$ cat config.mk
export PLATFORM = sky130hd
export DESIGN_NAME = slot_fifo_dv
export DESIGN_NICKNAME = d
export VERILOG_FILES = /design/src/rtl/slot_fifo_pkg.sv /design/src/rtl/slot_fifo_ctrl.sv /design/src/rtl/slot_fifo_dv.sv
export SDC_FILE = /design/constraint.sdc
export NUM_CORES = 1
export LEC_CHECK = 0
export BUFFER_PORTS_ARGS = -buffer_cell sky130_fd_sc_hd__buf_2
export CAP_MARGIN = 15
export CORE_MARGIN = 3
export CORE_UTILIZATION = 60
export DETAILED_ROUTE_END_ITERATION = 7
export PLACE_DENSITY_LB_ADDON = 0.05
export SLEW_MARGIN = 15
export SYNTH_ARGS = -nofsm -noshare
export SYNTH_HDL_FRONTEND = slang
export SYNTH_SLANG_ARGS = --single-unit
$ cat constraint.sdc
create_clock -name clk -period 4.3 [get_ports clk]
set_input_delay 0.43 -clock clk [delete_from_list [all_inputs] [get_ports clk]]
set_output_delay 0.43 -clock clk [all_outputs]
set_load 0.02 [all_outputs]
$ cat src/rtl/slot_fifo_pkg.sv
// Shared sizing and pointer helpers for the slot FIFO (slot_fifo_ctrl, slot_fifo_dv).
package slot_fifo_pkg;

   function automatic int ptr_width(input int n);
      return (n <= 2) ? 1 : $clog2(n);
   endfunction

   function automatic int count_width(input int n);
      return $clog2(n + 1);
   endfunction

   // Explicit wrap so depths that are not a power of two still cycle correctly.
   function automatic int unsigned ptr_wrap(input int unsigned p, input int unsigned n);
      return (p == n - 1) ? 0 : p + 1;
   endfunction

endpackage

$ cat src/rtl/slot_fifo_ctrl.sv
// Dataless control of the slot FIFO: head/tail pointers, full/empty flags and,
// with SLOT_FIFO_DV_COUNT_EN, a registered occupancy counter.
module slot_fifo_ctrl
   import slot_fifo_pkg::*;
#(
   parameter int NUM_SLOTS = 4
) (
   input  logic                                clk,
   input  logic                                rst,
   input  logic                                ins_valid,
   input  logic                                outs_ready,
   output logic                                ins_ready,
   output logic                                outs_valid,
   output logic                                wr_en,
   output logic [ptr_width(NUM_SLOTS)-1:0]     head_idx,
   output logic [ptr_width(NUM_SLOTS)-1:0]     tail_idx
`ifdef SLOT_FIFO_DV_COUNT_EN
   ,
   output logic [count_width(NUM_SLOTS)-1:0]   count
`endif
);

   localparam int PW = ptr_width(NUM_SLOTS);

   logic [PW-1:0] head_q, head_d, tail_q, tail_d;
   logic [PW-1:0] head_nxt, tail_nxt;
   logic          full_q, full_d, empty_q, empty_d;
   logic          rd_en;

   // Handshake outputs come from flops only, so outs_ready never reaches ins_ready.
   assign ins_ready  = ~full_q;
   assign outs_valid = ~empty_q;
   assign wr_en      = ins_valid & ~full_q;
   assign rd_en      = outs_ready & ~empty_q;
   assign head_idx   = head_q;
   assign tail_idx   = tail_q;

   assign head_nxt = PW'(ptr_wrap(32'(head_q), NUM_SLOTS));
   assign tail_nxt = PW'(ptr_wrap(32'(tail_q), NUM_SLOTS));

   always_comb begin
      head_d  = head_q;
      tail_d  = tail_q;
      full_d  = full_q;
      empty_d = empty_q;
      case ({wr_en, rd_en})
         2'b10: begin
            tail_d  = tail_nxt;
            empty_d = 1'b0;
            full_d  = (tail_nxt == head_q);
         end
         2'b01: begin
            head_d  = head_nxt;
            full_d  = 1'b0;
            empty_d = (head_nxt == tail_q);
         end
         2'b11: begin
            head_d = head_nxt;
            tail_d = tail_nxt;
         end
         default: ;
      endcase
   end

   always_ff @(posedge clk or negedge rst) begin
      if (!rst) begin
         head_q  <= '0;
         tail_q  <= '0;
         full_q  <= 1'b0;
         empty_q <= 1'b1;
      end else begin
         head_q  <= head_d;
         tail_q  <= tail_d;
         full_q  <= full_d;
         empty_q <= empty_d;
      end
   end

`ifdef SLOT_FIFO_DV_COUNT_EN
   localparam int CW = count_width(NUM_SLOTS);

   logic [CW-1:0] count_q, count_d;

   always_comb begin
      count_d = count_q;
      if (wr_en && !rd_en)      count_d = count_q + CW'(1);
      else if (!wr_en && rd_en) count_d = count_q - CW'(1);
   end

   always_ff @(posedge clk or negedge rst) begin
      if (!rst) count_q <= '0;
      else      count_q <= count_d;
   end

   assign count = count_q;
`endif

endmodule

$ cat src/rtl/slot_fifo_dv.sv
// Multi-slot elastic FIFO with registered valid/data; optional occupancy port
// enabled by SLOT_FIFO_DV_COUNT_EN.
module slot_fifo_dv
   import slot_fifo_pkg::*;
#(
   parameter int DATA_TYPE = 32,
   parameter int NUM_SLOTS = 4
) (
   input  logic                                clk,
   input  logic                                rst,
   input  logic [DATA_TYPE-1:0]                ins,
   input  logic                                ins_valid,
   output logic                                ins_ready,
   output logic [DATA_TYPE-1:0]                outs,
   output logic                                outs_valid,
   input  logic                                outs_ready
`ifdef SLOT_FIFO_DV_COUNT_EN
   ,
   output logic [count_width(NUM_SLOTS)-1:0]   count
`endif
);

   localparam int PW = ptr_width(NUM_SLOTS);

   logic [DATA_TYPE-1:0] mem_q [NUM_SLOTS];
   logic                 wr_en;
   logic [PW-1:0]        head_idx, tail_idx;

   slot_fifo_ctrl #(
      .NUM_SLOTS (NUM_SLOTS)
   ) u_ctrl (
      .clk        (clk),
      .rst        (rst),
      .ins_valid  (ins_valid),
      .outs_ready (outs_ready),
      .ins_ready  (ins_ready),
      .outs_valid (outs_valid),
      .wr_en      (wr_en),
      .head_idx   (head_idx),
      .tail_idx   (tail_idx)
`ifdef SLOT_FIFO_DV_COUNT_EN
      ,
      .count      (count)
`endif
   );

   // Storage is deliberately not reset; empty slots hold don't-care data.
   always_ff @(posedge clk) begin
      if (wr_en) mem_q[tail_idx] <= ins;
   end

   assign outs = mem_q[head_idx];

endmodule

==> flow_metrics.tcl, run 1 <==
set metrics [dict create \
    status "completed" \
    crit_required_ps 3870 \
    final_nets 331 \
    yosys.area.top_type "edfxtp_1" \
    cts_resized 0 \
    crit_fanout 22 \
    path_cells "buf_4 -> mux4_1 -> buf_2" \
    ys_seq_area_frac 0.790 \
    hold_depth 1 \
    postRouteAntennaNets 0 \
    hold_end "mem_q[0][20]" \
    p_comb_frac 0.263 \
    critical_path_buf_inv_count 2 \
    drive_gt1_frac 0.472 \
    swShare 0.295 \
    yosysTopAreaCellShare 0.760 \
    cts_tree "done" \
    drc 0 \
    min_period_ps 2870 \
    fin_skew_ps 7.37 \
    setup_viol 0 \
    dp_hpwl_mm 5.05 \
    finalMaxSlewViolations 0 \
    hold_start "ins[20]" \
    start_util 0.635 \
    routed_via_density 5.70 \
    synth.area.mux_share 0.153 \
    n_antenna_cell 0 \
    synth_xor_area_frac 0.00519 \
    max_stage_delay_ps 670 \
    synthSimpleGateAreaFrac 0.0126 \
    netlist_area_um2 5060 \
    first_iter_violations 127 \
    cts_buffers 17 \
    netlist_instances 207 \
    p_leak_uw 0.00217 \
    syn_to_final_growth_pct 21.1 \
    clock_latency_ps 510 \
    rrSetupSlack_ps 2320 \
    synth.avg_cell_area_um2 24.4 \
    grt_use_total 0.209 \
    crit_cells 3 \
    min_period_over_period 0.668 \
    pin_count 70 \
    ys_top_cells_by_area "edfxtp_1 76%, mux4_2 13%, dfrtp_1 2.5%" \
    worst_pin_slew_ps 887 \
    core_region_area_um2 7970 \
    pwr-share-clk 0.333 \
    worstHoldPathType "in -> reg" \
    ys_warn_count 0 \
    cpLargestDelayFamily "flip-flops" \
    worstPathArrival_ps 2440 \
    grt_max_degree 36 \
    rows 32 \
    htree_levels 4 \
    cpMaxStageDelayCell "dfrtp_2" \
    grt_pass1_wl_mm 14.5 \
    p_switching_uw 1390 \
    cts_buffer_depth 2 \
    port_buffers 69 \
    routed_wl_mm 9.07 \
    ir_drop_v 0.000394 \
    r2r_cells 2 \
    die_h_um 97.8 \
    dp_slack_ps 1900 \
    synth_seq_cells 134 \
    cts_setup_buffers 0 \
    grt-ovfl-total 0 \
    setup_tns_ps 0 \
    synth_top_family_by_area "multiplexers" \
    cts-root-buf "clkbuf_8" \
    hold_buffers 1 \
    drv_cap 0 \
    fin_ws_ps 1430 \
    r2r_end "mem_q[1][0]" \
    cellInternalPower_uw 3310 \
    path_class "reg -> out" \
    rsz0062_at_grt "no" \
    drt-wirelength-per-cell_um 22.5 \
    relSlewSlack 0.409 \
    p_seq_frac 0.404 \
    num_vias 2298 \
    synth_fa_ha_area_frac 0.0148 \
    gp_congestion 0.718 \
    die_area_um2 9570 \
    synth_cell_types 22 \
    endpoint_kind "output port" \
    die_x_um 97.8 \
    synth_compound_area_frac 0.00643 \
    grt_pass1_vias 2545 \
    path_clk_slew_ps 60 \
    synth_fp_nets 249 \
    r2r_start "u_ctrl.full_q" \
    finalHoldViolations 0 \
    clock.fmax_mhz 348 \
    startpoint_type "register" \
    first_pass_iters 4 \
    grt_antenna_before_repair 0 \
    power_density_nw_per_um2 766 \
    clock-sinks 134 \
]
## per-layer routing
metal	GRT usage	up-vias	wire (um)
met5	0	-	0
met4	0.0809	0	108
met3	0.0571	11	457
met2	0.345	77	4830
met1	0.269	1175	3680
li1	-	1035	-
## worst max path at each step
| stage | from | endpoint | slack (ps) |
|---|---|---|---|
| after floorplan | ins_valid | mem_q[3][0] | 2340 |
| after global placement | u_ctrl.head_idx[0] | outs[28] | 1900 |
| after detailed placement | u_ctrl.head_idx[0] | outs[26] | 1900 |
| after CTS | u_ctrl.head_idx[0] | outs[16] | 1340 |
| after global routing | u_ctrl.head_idx[0] | outs[28] | 1210 |
| final | u_ctrl.head_idx[0] | outs[26] | 1430 |
## cells in the final DEF, fill, tap and decap left out, types with 2 or more instances in the layout
cell / n
clkinvlp_4: 2
dfrtp_1: 3
inv_1: 5
clkinv_2: 3
mux4_2: 30
nand2_1: 2
nor2b_1: 2
dfrtp_2: 2
and2_2: 4
ha_1: 6
mux2_2: 4
xor2_1: 2
clkbuf_16: 16
buf_2: 69
nor2_1: 2
edfxtp_1: 128
bufinv_16: 6
mux4_1: 2
## cells by family after synthesis
family | after synthesis
AND/OR/NAND/NOR | 12
buffers and inverters | 13
XOR/XNOR | 3
multiplexers | 36
AO/OA/AOI/OAI | 3
adder cells (fa/ha/maj) | 6
flip-flops | 134
## sequential cells by signal (all words and copies together) (netlist names)
| name | flops |
|---|---|
| u_ctrl.head_idx | 2 |
| u_ctrl.full_q | 1 |
| u_ctrl.empty_q | 1 |
| mem_q | 128 |
| u_ctrl.tail_idx | 2 |
## synthesized netlist by cell type (all sizes together)
cell	count
and2	4
buf	8
dfrtp	5
dfstp	1
edfxtp	128
ha	6
inv	5
mux2	4
mux4	32
nand2	2
nand2b	1
nor2	2
nor2b	2
nor3	1
o21a	1
o41ai	2
xnor2	1
xor2	2
## power by group through the flow
stage,sequential (uW),combinational (uW),clock (uW)
finish,1900,1230,1560
global route,1930,1330,1650
CTS,1900,1260,1580
detailed placement,1920,1240,0
global placement,1900,1230,0
floorplan,1780,1030,0
## metrics by stage
stage          std cells  total power (uW)  hold WS [ps]   util  cell area, um^2
2_1_floorplan        207              2810           134      -             5060
3_3_place_gp         371              3130           267  0.687             5470
3_5_place_dp         371              3160           269  0.687             5470
4_1_cts              403              4750           110  0.769             6130
5_1_grt              403              4910           115  0.769             6130
6_report             403              4690           130  0.769             6130
## cell type report
class	count	area, um^2
timing repair buffer	71	363
fill	410	1840
sequential	134	4000
inverter	5	18.8
clock buffer	17	414
multi-input combinational	60	976
tap	102	128
clock inverter	14	231
Power figures use the tool's default switching activity.
==> run 2, diff against run 1 <==
--- a/config.mk
+++ b/config.mk
@@ -5,10 +5,11 @@
 export SDC_FILE = /design/constraint.sdc
 export NUM_CORES = 1
 export LEC_CHECK = 0
+export ABC_AREA = 1
 export BUFFER_PORTS_ARGS = -buffer_cell sky130_fd_sc_hd__buf_2
 export CAP_MARGIN = 15
 export CORE_MARGIN = 3
-export CORE_UTILIZATION = 60
+export CORE_UTILIZATION = 51
 export DETAILED_ROUTE_END_ITERATION = 7
 export PLACE_DENSITY_LB_ADDON = 0.05
 export SLEW_MARGIN = 15
==> constraint.sdc (replaced) <==
create_clock -name clk -period 2.3 [get_ports clk]
set_input_delay 0.23 -clock clk [delete_from_list [all_inputs] [get_ports clk]]
set_output_delay 0.23 -clock clk [all_outputs]
set_load 0.02 [all_outputs]
==> run 2 against run 1 <==
Against the previous run: cell count rose by 63%; register-to-register slack worse by 1700 ps; critical path type unchanged; synthesized area increased by 3.1%; die area rose by 20%; synthesized cell count grew 93%; largest cell class unchanged; combinational power grew to 2.6 times the previous value.
==> flow_metrics.tcl, run 2 <==
set metrics [dict create \
    p_total_uw 8940 \
    endpoint_kind "output port" \
    crit_top_cell "o21ai_1" \
    synth_most_common_cell "edfxtp_1" \
    num_vias 3337 \
    swShare 0.359 \
    routed_wl_mm 9.88 \
    fin_skew_ps 6.64 \
    final_cells 657 \
    async_flop_share 0.0448 \
    worst_pin_slew_ps 540 \
    ir_drop_v 0.000914 \
    core_region_area_um2 9860 \
    start_util 0.529 \
    dp_hpwl_mm 5.76 \
    critical_path_buf_inv_count 3 \
    cts_tree "done" \
    grt_antenna_before_repair 0 \
    p_leak_uw 0.00246 \
    cellInternalPower_uw 5730 \
    finalHoldViolations 0 \
    final_nets 554 \
    port_buffers 69 \
    power_density_nw_per_um2 1340 \
    first_pass_iters 5 \
    cts_buffers 17 \
    path_class "reg -> out" \
    pwr-share-clk 0.277 \
    dp.cells 593 \
    pin_count 70 \
    worstPathArrival_ps 1900 \
    htree_levels 4 \
    synth_ff_type "edfxtp_1" \
    finalMaxSlewViolations 0 \
    fillers 716 \
    netlist_area_um2 5220 \
    grt_pass1_vias 3129 \
    routed_via_density 5.08 \
    p_seq_frac 0.368 \
    status "completed" \
    drv_cap 0 \
    relSlewSlack 0.639 \
    crit_fanout 20 \
    syn_to_final_growth_pct 27.7 \
    ys_warn_count 0 \
    drt-wirelength-per-cell_um 15.0 \
    crit_required_ps 2070 \
    gp_congestion 0.769 \
    rsz0062_at_grt "no" \
    p_switching_uw 3210 \
    grt_pass1_wl_mm 16.0 \
    cts_buffer_depth 2 \
    grt_use_total 0.184 \
    p_comb_frac 0.355 \
    path_clk_slew_ps 60 \
    worstHoldPathType "in -> reg" \
    die_x_um 107 \
    yosys-top-cells-count "128 x edfxtp_1, 105 x nor2_1, 67 x o21ai_1, 33 x o21ai_0, 16 x nand2_1" \
    postRouteAntennaNets 0 \
    grt-ovfl-total 0 \
    first_iter_violations 206 \
    top_register "mem_q" \
    yosys.area.top_type "edfxtp_1" \
    clock.fmax_mhz 470 \
    cpMaxStageDelayCell "dfrtp_1" \
    synth_cell_types 16 \
    final_common_cell "edfxtp_1" \
    min_period_ps 2130 \
    min_period_over_period 0.924 \
    n_antenna_cell 0 \
    rows 36 \
    max_stage_delay_ps 390 \
    startpoint_type "register" \
    die_area_um2 11500 \
    synth_edf_count 128 \
    final_cell_mix "128 x edfxtp_1, 101 x nor2_1, 69 x buf_2" \
    path_cells "inv_2 -> buf_4 -> o21ai_1 -> o21ai_1 -> buf_2" \
    clock-sinks 134 \
    netlist_instances 400 \
    yosysTopAreaCellShare 0.737 \
    ys_seq_area_frac 0.766 \
    synth_fp_nets 442 \
    largest_reg_flops 128 \
    cts_resized 0 \
    clock_latency_ps 510 \
    setup_viol 0 \
    synth.avg_cell_area_um2 13.0 \
    drive_gt1_frac 0.223 \
    grt_max_degree 68 \
    cts-root-buf "clkbuf_8" \
    ys_top_cells_by_area "edfxtp_1 74%, nor2_1 7.6%, o21ai_1 6.4%" \
    cpLargestDelayFamily "buffers and inverters" \
    synth_seq_cells 134 \
    die_h_um 107 \
    drc 0 \
    holdWs_ps 42.1 \
]
[run 2: cell count changes in the layout (fill, tap and decap cells not counted), sizes merged, moves of 3 or more]
cell / previous run / this run
a21oi: 0 / 3
and2: 4 / 0
mux2: 4 / 0
clkinv: 5 / 9
buf: 70 / 81
mux4: 32 / 0
nand2: 2 / 16
inv: 6 / 14
o21ai: 0 / 100
dlygate4sd3: 1 / 33
bufinv: 6 / 2
nor2: 2 / 105
[run 2: power groups by stage]
stage | Combinational [uW] | Sequential [uW] | Clock [uW]
2_1_floorplan | 2140 | 3330 | 0
3_5_place_dp | 3180 | 3340 | 0
3_3_place_gp | 3160 | 3330 | 0
6_report | 3170 | 3290 | 2480
4_1_cts | 3240 | 3290 | 2520
5_1_grt | 3540 | 3330 | 2630
[run 2: final cells by class]
type	count	area (um^2)	share of cell area
flip-flops and latches	134	4000	0.600
multi-input cells	232	1080	0.163
repair buffers	114	816	0.122
clock buffers	17	414	0.0622
well taps	133	166	0.0250
clock inverters	14	136	0.0205
inverters	13	48.8	0.00732
[run 2: what timing repair did]
item                                   in CTS  in global routing
setup buffers                               0                  0
hold buffers                               33                  0
endpoints found under the hold margin     134                  0
setup endpoints to repair                   0                  0
[run 2: worst paths after layout]
path	start	to	slack [ps]	cells past startpoint
min	outs_ready	u_ctrl.head_idx[0]	40	4
min reg2reg	u_ctrl.empty_q	u_ctrl.empty_q	460	2
max in group asynchronous	rst	u_ctrl.empty_q	2000	2
max reg2reg	u_ctrl.full_q	mem_q[1][9]	640	4
max	u_ctrl.head_idx[1]	outs[1]	170	5
min in group asynchronous	rst	u_ctrl.full_q	80	2
[run 2: stage by stage]
stage	instance area (um^2)	worst slack, ps	TNS (ps)	util
floorplan	5220	-231	-29600	-
CTS	6660	143	0	0.675
global route	6660	22.9	0	0.675
finish	6660	174	0	0.675
global placement	5780	684	0	0.586
detailed placement	5780	635	0	0.586
[run 2: logic make-up (layout without fill, tap and decap cells)]
logic type	count (synthesis)	count (layout)	synth area share
AO/OA/AOI/OAI	103	103	0.0988
adder cells (fa/ha/maj)	6	6	0.0144
buffers and inverters	34	158	0.0321
flip-flops	134	134	0.766
AND/OR/NAND/NOR	123	123	0.0890
[run 2: routing by layer]
layer  track usage  vias to the layer above  routed length (um)
met5             0                        -                   0
met4        0.0658                        0                 119
met3        0.0446                       11                 432
met2         0.294                       68                4890
met1         0.249                     1607                4440
li1              -                     1651                   -
[run 2: worst register-to-register path, cell delays in order, from the launching register on]
cell	delay (ps)
dfrtp_1	370
inv_1	70
nand2_1	310
nor2_4	350
buf_12	240
